===== config.mk =====
export PLATFORM = sky130hd
export DESIGN_NAME = servant_irq_ctrl_flat
export DESIGN_NICKNAME = d
export VERILOG_FILES = /design/src/rtl/servant_irq_pkg.sv /design/src/rtl/servant_irq_ctrl_if.sv /design/src/rtl/servant_irq_sync.sv /design/src/rtl/servant_irq_ctrl.sv /design/src/flat_wrapper.sv
export SDC_FILE = /design/constraint.sdc
export NUM_CORES = 1
export LEC_CHECK = 0
export CAP_MARGIN = 20
export CORE_ASPECT_RATIO = 0.75
export CORE_MARGIN = 2
export CORE_UTILIZATION = 50
export DETAILED_ROUTE_END_ITERATION = 8
export GPL_ROUTABILITY_DRIVEN = 0
export HOLD_SLACK_MARGIN = 0.03
export PLACE_DENSITY = 0.85
export SLEW_MARGIN = 20
export SYNTH_ARGS = -nofsm -noshare
export SYNTH_HDL_FRONTEND = slang
export SYNTH_SLANG_ARGS = --single-unit

===== constraint.sdc =====
create_clock -name i_clk -period 5.4 [get_ports i_clk]
set_input_delay 0.54 -clock i_clk [delete_from_list [all_inputs] [get_ports i_clk]]
set_output_delay 0.54 -clock i_clk [all_outputs]
set_load 0.03 [all_outputs]

===== src/rtl/servant_irq_pkg.sv =====
// Shared constants and helpers for the servant interrupt aggregator.
// Register word indices, COUNT width and an edge popcount.
package servant_irq_pkg;
  localparam logic [1:0] REG_PENDING = 2'd0;
  localparam logic [1:0] REG_ENABLE  = 2'd1;
  localparam logic [1:0] REG_RAW     = 2'd2;
  localparam logic [1:0] REG_COUNT   = 2'd3;
  localparam int         COUNT_W     = 16;

  function automatic logic [5:0] popcount32(input logic [31:0] v);
    logic [5:0] n;
    n = '0;
    for (int i = 0; i < 32; i++) n = n + {5'd0, v[i]};
    return n;
  endfunction
endpackage


===== src/rtl/servant_irq_ctrl_if.sv =====
// Wishbone register-port bundle between the core and the irq aggregator.
interface servant_irq_ctrl_if;
  logic [1:0]  adr;
  logic [31:0] dat;
  logic        we;
  logic        cyc;
  logic [31:0] rdt;
  logic        ack;

  modport master (output adr, dat, we, cyc, input rdt, ack);
  modport slave  (input adr, dat, we, cyc, output rdt, ack);
endinterface


===== src/rtl/servant_irq_sync.sv =====
// One irq source: SYNC_STAGES-deep synchroniser plus an edge-detect flop.
// o_rise is high for the single cycle after the synced level first goes high.
module servant_irq_sync #(
  parameter int SYNC_STAGES = 2
) (
  input  logic i_clk,
  input  logic i_rst_n,
  input  logic i_src,
  output logic o_level,
  output logic o_rise
);
  logic [SYNC_STAGES-1:0] r_sync;
  logic                   r_prev;

  always_ff @(posedge i_clk or negedge i_rst_n) begin
    if (!i_rst_n) begin
      r_sync <= '0;
      r_prev <= 1'b0;
    end else begin
      r_sync <= {r_sync[SYNC_STAGES-2:0], i_src};
      r_prev <= r_sync[SYNC_STAGES-1];
    end
  end

  assign o_level = r_sync[SYNC_STAGES-1];
  assign o_rise  = r_sync[SYNC_STAGES-1] & ~r_prev;
endmodule


===== src/rtl/servant_irq_ctrl.sv =====
// Interrupt aggregator: per-source sync, pending/enable/count registers,
// Wishbone register view and a single registered irq line to the core.
module servant_irq_ctrl
  import servant_irq_pkg::*;
#(
  parameter int          N_SRC       = 4,
  parameter logic [31:0] EDGE_MASK   = 32'hF,
  parameter int          SYNC_STAGES = 2
) (
  input  logic               i_clk,
  input  logic               i_rst_n,
  input  logic [N_SRC-1:0]   i_src,
  servant_irq_ctrl_if.slave  wb,
  output logic               o_irq
);
  localparam logic [N_SRC-1:0] EMASK = EDGE_MASK[N_SRC-1:0];

  logic [N_SRC-1:0]   w_level, w_rise, w_new, w_pend, w_clr;
  logic [N_SRC-1:0]   r_pend, r_en;
  logic [COUNT_W-1:0] r_cnt, w_cnt_nxt;
  logic [COUNT_W:0]   w_sum;
  logic [31:0]        w_rd;
  logic               w_req, w_wr, w_unused_dat;

  for (genvar g = 0; g < N_SRC; g++) begin : g_sync
    servant_irq_sync #(.SYNC_STAGES(SYNC_STAGES)) u_sync (
      .i_clk   (i_clk),
      .i_rst_n (i_rst_n),
      .i_src   (i_src[g]),
      .o_level (w_level[g]),
      .o_rise  (w_rise[g])
    );
  end

  // Level sources bypass the pending register and mirror the synced input.
  assign w_new  = w_rise & EMASK;
  assign w_pend = (r_pend & EMASK) | (w_level & ~EMASK);

  assign w_req = wb.cyc & ~wb.ack;
  assign w_wr  = w_req & wb.we;
  assign w_clr = (w_wr && wb.adr == REG_PENDING) ? (wb.dat[N_SRC-1:0] & EMASK) : '0;
  assign w_unused_dat = ^wb.dat;

  assign w_sum     = {1'b0, r_cnt} + (COUNT_W+1)'(popcount32(32'(w_new)));
  assign w_cnt_nxt = w_sum[COUNT_W] ? '1 : w_sum[COUNT_W-1:0];

  always_comb begin
    w_rd = '0;
    case (wb.adr)
      REG_PENDING: w_rd = 32'(w_pend);
      REG_ENABLE:  w_rd = 32'(r_en);
      REG_RAW:     w_rd = 32'(w_level);
      REG_COUNT:   w_rd = 32'(r_cnt);
      default:     w_rd = '0;
    endcase
  end

  always_ff @(posedge i_clk or negedge i_rst_n) begin
    if (!i_rst_n) begin
      r_pend <= '0;
      r_en   <= '0;
      r_cnt  <= '0;
      wb.ack <= 1'b0;
      wb.rdt <= '0;
      o_irq  <= 1'b0;
    end else begin
      // A new edge overrides a same-cycle W1C of that bit.
      r_pend <= ((r_pend & ~w_clr) | w_new) & EMASK;
      if (w_wr && wb.adr == REG_ENABLE) r_en <= wb.dat[N_SRC-1:0];
      if (w_wr && wb.adr == REG_COUNT) r_cnt <= '0;
      else                             r_cnt <= w_cnt_nxt;
      wb.ack <= w_req;
      wb.rdt <= w_req ? w_rd : '0;
      o_irq  <= |(w_pend & r_en);
    end
  end
endmodule


===== src/flat_wrapper.sv =====
// flat-port wrapper written by rule: the top's interface ports become plain ports
module servant_irq_ctrl_flat import servant_irq_pkg::*;
#(
  parameter int          N_SRC       = 4,
  parameter logic [31:0] EDGE_MASK   = 32'hF,
  parameter int          SYNC_STAGES = 2
)
  (i_clk, i_rst_n, i_src, o_irq, wb_adr, wb_dat, wb_we, wb_cyc, wb_rdt, wb_ack);
  servant_irq_ctrl_if wb_i ();
  input  logic i_clk;
  input  logic i_rst_n;
  input  logic [N_SRC-1:0] i_src;
  output logic o_irq;
  input wire logic [$bits(wb_i.adr)-1:0] wb_adr;
  input wire logic [$bits(wb_i.dat)-1:0] wb_dat;
  input wire logic [$bits(wb_i.we)-1:0] wb_we;
  input wire logic [$bits(wb_i.cyc)-1:0] wb_cyc;
  output wire logic [$bits(wb_i.rdt)-1:0] wb_rdt;
  output wire logic [$bits(wb_i.ack)-1:0] wb_ack;
  assign wb_i.adr = wb_adr;
  assign wb_i.dat = wb_dat;
  assign wb_i.we = wb_we;
  assign wb_i.cyc = wb_cyc;
  assign wb_rdt = wb_i.rdt;
  assign wb_ack = wb_i.ack;
  servant_irq_ctrl #(.N_SRC(N_SRC), .EDGE_MASK(EDGE_MASK), .SYNC_STAGES(SYNC_STAGES)) u_core (.i_clk(i_clk), .i_rst_n(i_rst_n), .i_src(i_src), .wb(wb_i), .o_irq(o_irq));
endmodule

# --- After elaboration in Yosys (flattened, before gate mapping) ---
# Index checks and enable logic that the tools add are counted.
word_totals:
  regBits: 70
  wordCells: 46
classes:
  n_reduce_logical: 5
  eq_ne: 3
  bitwise: 15
  muxes: 5
  addsub: 4
op_table:
  columns: ["operator", "count"]
  rows:
  - ["one-hot mux 32 bit (4 select lines)", 1]
  - ["2-to-1 mux 16 bit", 2]
  - ["2-to-1 mux 32 bit", 1]
  - ["adder 16 x 6 -> 17 bit", 1]
  - ["adder 6 x 1 -> 6 bit", 2]
  - ["bitwise AND 4 bit", 2]
  - ["bitwise AND 1 bit", 6]
  - ["inverter 1 bit", 5]
  - ["== test 2 bit, second input constant", 2]
  - ["2-to-1 mux 4 bit", 1]
  - ["inverter 4 bit", 1]
  - ["bitwise OR 4 bit", 1]
  - ["OR reduction 4 bit", 1]
  - ["logical AND 1 bit", 3]
  - ["adder 1 x 1 -> 2 bit", 1]
  - ["== test 2 x 1 -> 1 bit, second input constant", 1]
  - ["logical NOT 2 bit", 1]

# --- Logic depth before layout (Yosys ltp) ---
# Gate-level depths: netlist (run 1).
depth:
  word_depth: 8
  mapped_depth: 12
  mapped_depth_nobuf: 12

# --- By module ---
# A second synthesis (run 1) with hierarchy kept.
hier_totals:
  cells_unflattened: 189
  area_unflattened_um2: 2482.4
modules_own_cells:
  columns: ["mod", "n_inst", "cells_per_inst", "area_each_um2"]
  rows:
  - ["servant_irq_ctrl", 1, 173, 2127.0]
  - ["servant_irq_sync", 4, 4, 88.8]

# --- Worst setup path after synthesis (run 1) ---
# OpenSTA, ideal clock, no wires.
synth_path:
  kind: "register to register"
  startpoint: "reg u_core.g_sync[1].u_sync.r_sync[1]"
  endpoint: "reg u_core.r_cnt[14]"
  required_time_ps: 5314
  arrival_time_ps: 2723
  setup_time_ps: 86
  path_stages_with_launch: 13
  slack_ps: 2591
  cell_sequence: "dfrtp_1 nor2b_1 ha_1 inv_1 fa_1 inv_1 ha_1 inv_1 fa_1 nor2b_1 o21ai_0 o31a_1 nor3_1"
synth_between:
  elab_chain_cells: 7
synth_lines:
  columns: ["element", "line_no", "rtl"]
  rows:
  - ["from (decl)", "servant_irq_sync.sv:12", "logic [SYNC_STAGES-1:0] r_sync;"]
  - ["from (signal assigned)", "servant_irq_sync.sv:20", "r_sync <= {r_sync[SYNC_STAGES-2:0], i_src};"]
  - ["bitwise AND 1 bit", "servant_irq_sync.sv:26", "assign o_rise = r_sync[SYNC_STAGES-1] & ~r_prev;"]
  - ["adder 1 x 1 -> 2 bit", "servant_irq_pkg.sv:13", "for (int i = 0; i < 32; i++) n = n + {5'd0, v[i]};"]
  - ["adder 6 x 1 -> 6 bit (2 in series)", "servant_irq_pkg.sv:13", null]
  - ["adder 16 x 6 -> 17 bit", "servant_irq_ctrl.sv:44", "assign w_sum = {1'b0, r_cnt} + (COUNT_W+1)'(popcount32(32'(w_new)));"]
  - ["2-to-1 mux 16 bit", "servant_irq_ctrl.sv:45", "assign w_cnt_nxt = w_sum[COUNT_W] ? '1 : w_sum[COUNT_W-1:0];"]
  - ["2-to-1 mux 16 bit", "servant_irq_ctrl.sv:70", "if (w_wr && wb.adr == REG_COUNT) r_cnt <= '0;"]
  - ["to (signal assigned)", "servant_irq_ctrl.sv:71", "else r_cnt <= w_cnt_nxt;"]
  - ["to (decl)", "servant_irq_ctrl.sv:20", "logic [COUNT_W-1:0] r_cnt, w_cnt_nxt;"]
# No other way between the ends.
# A chain may end at the register's enable or synchronous reset.

# --- Final worst setup path (run 1) ---
layout_path:
  startpoint: "reg u_core.g_sync[0].u_sync.r_sync[1]"
  endpoint: "reg u_core.r_cnt[14]"
layout_between:
  elab_chain_cells: 7
layout_lines:
  columns: ["element", "line_no"]
  rows:
  - ["from (decl)", "servant_irq_sync.sv:12"]
  - ["from (signal assigned)", "servant_irq_sync.sv:20"]
  - ["bitwise AND 1 bit", "servant_irq_sync.sv:26"]
  - ["adder 1 x 1 -> 2 bit", "servant_irq_pkg.sv:13"]
  - ["adder 6 x 1 -> 6 bit (2 in series)", "servant_irq_pkg.sv:13"]
  - ["adder 16 x 6 -> 17 bit", "servant_irq_ctrl.sv:44"]
  - ["2-to-1 mux 16 bit", "servant_irq_ctrl.sv:45"]
  - ["2-to-1 mux 16 bit", "servant_irq_ctrl.sv:70"]
# No other way between the ends.

==> flow_summary.toml, run 1 <==
[synth]
synthTopCellsByArea = "dfrtp_1 (55%), buf_4 (4.9%), mux4_2 (3.7%)"
yosysTopAreaCell = "dfrtp_1"
async_flop_share_pct = 100
ys_ff_latch = 54
yosys.area.top_type_share_pct = 54.9
ys_seq_area_share_pct = 54.9
syn_avg_cell_area_um2 = 11.8
synth-main-ff-cell = "dfrtp_1"
ys_warn_count = 0
netlist_instances = 208
netlist_area_um2 = 2460
synth_edf_count = 0
ys_types = 47

[critical_path]
cp-end-kind = "flop"
path_max_fanout = 6
r2r_start = "u_core.g_sync[0].u_sync.r_sync[1]"
crit_start = "u_core.g_sync[0].u_sync.r_sync[1]"
crit_chain = "nor2b_1 > ha_1 > inv_1 > fa_1 > inv_1 > ha_1 > inv_1 > fa_1 > nor2b_1 > o21ai_0 > o31a_1 > nor3_1"
critPathKind = "reg2reg"
cp_common_cell = "inv_1"
cp.arrival_ns = 3.48
required_ns = 5.64
worst_path_max_delay_cell = "fa_1"
start_kind = "flop"
max_stage_delay_ns = 0.42

[layout]
fillers = 404
area_growth_pct = 16.0
final_cells = 301
nets = 289
utilization_pct = 59.2
antenna_cells_inserted = 0
layout-drive-gt1-share_pct = 10.8

[clocking]
clockBufferDepth = 2
clock_latency_ns = 0.31
postCtsSetupBuffers = 0
clock_sink_count = 54
cts_htree_levels = 2
cts_buffers = 5
clkTransAtPathRegs_ns = 0.10
cts_tree = "built"
cts-resized-gates = 0
holdBufCountCts = 0
cts-root-buf = "clkbuf_8"

[placed_design]
dpl.cell_count = 293
place.port_buffers = 31
hpwlAfterDp_um = 3130

[floorplan]
die_area_um2 = 5510
die_h_um = 64.8
rows = 22
initial_core_util_pct = 51.1
die_w_um = 85.0
coreArea_um2 = 4820
io_pins = 76

[timing]
final_max_slew_viol_count = 0
fin_worst_skew_ns = 0.0115
relSlewSlack_pct = 55.9
setup_viol = 0
fmax_ghz = 0.308
final_hold_viol_count = 0
rsz0062_at_grt = "false"
setup_tns_ns = 0
worst_slew_pin_slew_ns = 0.659
period_minus_slack_ns = 3.24
finalCritPeriodShare_pct = 60.1

[drt]
drt_first_iter_violations = 72
route.vias.total = 1604
wl_per_cell_um = 14.7
drcViolationCount = 0
totalWireLength_um = 4410
vias_per_cell = 5.33
drt-pass1-iter-count = 4
ant_nets = 0

[flow_run]
drv_cap = 0

[power]
power_uw = 1030
power.leakage_uw = 0.00125
p_per_area_nw_per_um2 = 361
vdd_drop_max_uv = 207

[global_route]
grt_overflow_total = 0
track_usage_pct = 18.3
grt_antenna_before_repair = 0
grt_max_degree = 55
grt_pass1_vias = 1555
grt_pass1_wl_um = 7650

[worst_hold_path]
min_path_type = "in2async"

[outcome]
status = "finished, final reports clean"
-- per-stage QoR --
stage	cell area, µm²	worst slack, ns	hold WS [ns]
after floorplan	2520	2.59	0.244
after global placement	2740	2.31	0.333
after detailed placement	2740	2.18	0.335
after CTS	2850	2.16	0.356
after global routing	2850	1.89	0.360
final	2850	2.16	0.346
-- where the power goes --
| part | internal (µW) | leakage [µW] | total [µW] | switching [µW] |
|---|---|---|---|---|
| combinational | 110 | 0.000521 | 235 | 125 |
| sequential | 465 | 0.000674 | 530 | 65.0 |
| clock | 138 | 0.0000514 | 264 | 125 |
-- worst max-delay path: cells and delay by family, from the launching register on --
family / cells / cell delay, ns
compound gates: 2 / 0.59
buf+inv: 3 / 0.22
fa+ha+maj: 4 / 1.29
simple gates: 3 / 0.69
flops: 1 / 0.38
-- placed cells by master (no fill, tap or decap), types with 2 or more instances in the layout --
| master | Yosys | final |
|---|---|---|
| or3_1 | 3 | 3 |
| a21o_1 | 3 | 3 |
| a22oi_1 | 2 | 2 |
| a31oi_1 | 2 | 2 |
| a211oi_1 | 3 | 3 |
| conb_1 | 1 | 16 |
| nand3_1 | 3 | 3 |
| nand2_1 | 9 | 9 |
| nand2b_1 | 4 | 4 |
| ha_1 | 5 | 5 |
| and2_1 | 13 | 13 |
| clkdlybuf4s50_1 | 0 | 30 |
| mux4_2 | 4 | 4 |
| nor2b_1 | 7 | 7 |
| o21a_1 | 2 | 2 |
| inv_1 | 10 | 10 |
| nor3_1 | 5 | 5 |
| dfrtp_1 | 54 | 54 |
| nor2_1 | 7 | 7 |
| xor2_1 | 4 | 4 |
| clkbuf_8 | 0 | 5 |
| a21oi_1 | 12 | 12 |
| o21ai_0 | 6 | 6 |
| xnor2_1 | 3 | 3 |
| mux2_2 | 4 | 4 |
| fa_1 | 2 | 2 |
-- flip-flops by register name, summed over array words and instances, names as in the netlist --
signal	flops
u_core.r_en	4
u_core.r_pend	4
u_core.r_cnt	16
u_core.g_sync.u_sync.r_prev	4
u_core.wb.ack	1
u_core.o_irq	1
u_core.wb.rdt	16
u_core.g_sync.u_sync.r_sync	8
-- synth_stat cells (2+ instances only) --
cell type	instances
a211oi_1	3
a21o_1	3
a21oi_1	12
a22oi_1	2
a31oi_1	2
and2_1	13
buf_2	2
buf_4	16
buf_6	2
dfrtp_1	54
fa_1	2
ha_1	5
inv_1	10
mux2_2	4
mux4_2	4
nand2_1	9
nand2b_1	4
nand3_1	3
nor2_1	7
nor2b_1	7
nor3_1	5
o21a_1	2
o21ai_0	6
or3_1	3
xnor2_1	3
xor2_1	4
-- worst paths after layout --
kind,to,slack (ns),depth (start not counted)
setup / recovery,u_core.r_cnt[14],2.16,12
hold / removal,u_core.r_cnt[11],0.35,2
setup reg to reg,u_core.r_cnt[14],2.16,12
hold reg to reg,u_core.g_sync[0].u_sync.r_sync[1],0.35,0
max in group asynchronous,u_core.o_irq,4.62,2
min in group i_clk,u_core.g_sync[0].u_sync.r_sync[1],0.35,0
-- layout make-up --
type                    count  area, µm²  share of cell area, %
clock buffers               6       72.6                   2.54
clock inverters             2       37.5                   1.32
inverters                  10       37.5                   1.32
multi-input cells         137        967                   33.9
flip-flops and latches     54       1350                   47.3
well taps                  60       75.1                   2.63
repair buffers             32        313                   11.0
-- routing by layer --
metal	track usage, %	vias up	wire (µm)	part of all wire, %
li1	-	744	-	-
met1	25.7	793	2000	45
met2	27.6	65	2050	46
met3	5.10	2	329	7.5
met4	5.95	0	34	0.77
met5	0	-	0	0
-- cells by family after synthesis --
logic type / after synthesis / share of synthesized area, %
flip-flops: 54 / 54.9
XOR/XNOR: 7 / 2.49
AO/OA/AOI/OAI: 38 / 10.2
multiplexers: 8 / 5.49
buffers and inverters: 32 / 8.08
adder cells (fa/ha/maj): 7 / 4.17
AND/OR/NAND/NOR: 61 / 14.5
other: 1 / 0.152
No activity file was read; power rests on OpenSTA's default activity.
==> run 2, diff against run 1 <==
--- a/config.mk
+++ b/config.mk
@@ -8,11 +8,11 @@
 export CAP_MARGIN = 20
 export CORE_ASPECT_RATIO = 0.75
 export CORE_MARGIN = 2
-export CORE_UTILIZATION = 50
+export CORE_UTILIZATION = 42
 export DETAILED_ROUTE_END_ITERATION = 8
 export GPL_ROUTABILITY_DRIVEN = 0
 export HOLD_SLACK_MARGIN = 0.03
-export PLACE_DENSITY = 0.85
+export PLACE_DENSITY = 0.76
 export SLEW_MARGIN = 20
 export SYNTH_ARGS = -nofsm -noshare
 export SYNTH_HDL_FRONTEND = slang
==> constraint.sdc (replaced) <==
create_clock -name i_clk -period 2.8 [get_ports i_clk]
set_input_delay 0.28 -clock i_clk [delete_from_list [all_inputs] [get_ports i_clk]]
set_output_delay 0.28 -clock i_clk [all_outputs]
set_load 0.03 [all_outputs]
==> flow_summary.toml, run 2 (synthesis gave the netlist of run 1 again) <==
[global_route]
grt_pass1_wl_um = 7360
track_usage_pct = 14.5
grt_antenna_before_repair = 0
grt_pass1_vias = 1556
grt_max_degree = 29
grt_overflow_total = 0

[layout]
layout-drive-gt1-share_pct = 23.2
final_cells = 332
antenna_cells_inserted = 0
fillers = 482
final_common_cell = "dfrtp_1"
largestRegisters = "u_core.r_cnt x16, u_core.wb.rdt x16, u_core.g_sync.u_sync.r_sync x8"
area_growth_pct = 26.0
nets = 303
final_cell_area_um2 = 3100
utilization_pct = 54.1
final_cell_mix = "dfrtp_1 (54), clkdlybuf4s50_1 (30), conb_1 (16)"

[drt]
drt_first_iter_violations = 102
ant_nets = 0
totalWireLength_um = 4670
vias_per_cell = 4.94
drt-pass1-iter-count = 4
drcViolationCount = 0
route.vias.total = 1640
wl_per_cell_um = 14.1

[critical_path]
path_max_fanout = 4
cp.arrival_ns = 2.98
critPathKind = "reg2reg"
r2r-end = "u_core.r_cnt[11]"
required_ns = 3.03
crit_start = "u_core.g_sync[1].u_sync.r_sync[1]"
cp-endpoint = "u_core.r_cnt[11]"
start_kind = "flop"
worst_r2r_path_depth = 11
ff2ff_setup_slack_ns = 0.05
cp-end-kind = "flop"
r2r_start = "u_core.g_sync[1].u_sync.r_sync[1]"

[placed_design]
hpwlAfterDp_um = 3130
dpl.cell_count = 322
place.port_buffers = 31
placed_area_um2 = 2850

[clocking]
cts_htree_levels = 2
clockBufferDepth = 2
clock_latency_ns = 0.30
cts-root-buf = "clkbuf_8"
clkTransAtPathRegs_ns = 0.09
cts_buffers = 5
cts_tree = "built"
clock_sink_count = 54

[floorplan]
coreArea_um2 = 5740
initial_core_util_pct = 42.9
rows = 24
die_h_um = 70.3
io_pins = 76
die_w_um = 92.4
die_area_um2 = 6490

[power]
vdd_drop_max_uv = 245
p_per_area_nw_per_um2 = 662
power.leakage_uw = 0.00134

[timing]
hold_slack_ns = 0.353
setup_tns_ns = 0
final_max_slew_viol_count = 0
worst_slew_pin_slew_ns = 0.620
final_hold_viol_count = 0
finalCritPeriodShare_pct = 98.3
setup_viol = 0
period_minus_slack_ns = 2.75
rsz0062_at_grt = "true"
fmax_ghz = 0.363
relSlewSlack_pct = 58.6
fin_worst_skew_ns = 0.00505

[flow_run]
drv_cap = 0

[outcome]
status = "finished, final reports clean"

[worst_hold_path]
min_path_type = "reg2reg"
==> run 2: cell count changes in the layout (fill, tap and decap cells not counted), sizes merged <==
cell / previous run / this run
dlygate4sd3: 0 / 1
buf: 2 / 15
bufinv: 1 / 0
==> run 2: what timing repair did <==
action	4_1_cts	5_1_grt
setup buffers	0	2
endpoints found under the setup margin	16	16
pin swaps	4	17
endpoints found under the hold margin	26	0
gates resized for setup	11	20
hold buffers	1	0
==> run 2: worst min-delay path by stage <==
stage | slack, ns | end | depth (start not counted) | from
floorplan | -0.02 | u_core.g_sync[0].u_sync.r_prev | 0 | i_rst_n
global placement | 0.30 | u_core.wb.rdt[7] | 1 | i_rst_n
detailed placement | 0.31 | u_core.wb.rdt[8] | 1 | i_rst_n
CTS | 0.35 | u_core.g_sync[3].u_sync.r_sync[1] | 0 | u_core.g_sync[3].u_sync.r_sync[0]
global route | 0.36 | u_core.g_sync[0].u_sync.r_sync[1] | 0 | u_core.g_sync[0].u_sync.r_sync[0]
finish | 0.35 | u_core.g_sync[3].u_sync.r_sync[1] | 0 | u_core.g_sync[3].u_sync.r_sync[0]
==> run 2: report_power, final <==
group	internal (µW)	total, µW	switching [µW]
combinational	301	596	294
clock	172	405	233
sequential	897	1050	154
==> run 2: worst max-delay path, stage by stage (launching register included) <==
cell and delay (ns):
dfrtp_1 0.39, nor2b_4 0.14, ha_4 0.26, inv_2 0.03, fa_2 0.33, inv_2 0.07
ha_4 0.20, ha_4 0.28, a211oi_4 0.06, or3_4 0.41, or3_1 0.32, a31oi_1 0.17
==> run 2: layout make-up <==
cell class              instances  area (µm²)  share of cell area [%]
flip-flops and latches         54        1350                    43.6
inverters                      10        37.5                    1.21
clock inverters                 1        7.51                   0.242
multi-input cells             137        1110                    35.8
clock buffers                   6        72.6                    2.34
repair buffers                 46         424                    13.7
well taps                      78        97.6                    3.15
==> run 2: per-stage QoR <==
step / setup WS (ns) / power, µW
3_5_place_dp: -0.148 / 1520
3_3_place_gp: -0.0895 / 1510
2_1_floorplan: 0.0243 / 1360
4_1_cts: -0.0381 / 1960
6_report: 0.0474 / 2050
5_1_grt: -0.0494 / 2170
==> run 2: routing by layer <==
layer | vias up | wire (µm) | GRT usage [%]
li1 | 777 | - | -
met1 | 790 | 2220 | 20.3
met2 | 68 | 2080 | 22.3
met3 | 5 | 331 | 4.75
met4 | 0 | 38 | 2.99
met5 | - | 0 | 0
==> run 3, diff against run 2 <==
--- a/config.mk
+++ b/config.mk
@@ -10,7 +10,6 @@
 export CORE_MARGIN = 2
 export CORE_UTILIZATION = 42
 export DETAILED_ROUTE_END_ITERATION = 8
-export GPL_ROUTABILITY_DRIVEN = 0
 export HOLD_SLACK_MARGIN = 0.03
 export PLACE_DENSITY = 0.76
 export SLEW_MARGIN = 20
==> results of run 3 <==
The final DEF is identical to that of run 2; final timing and power are the same.
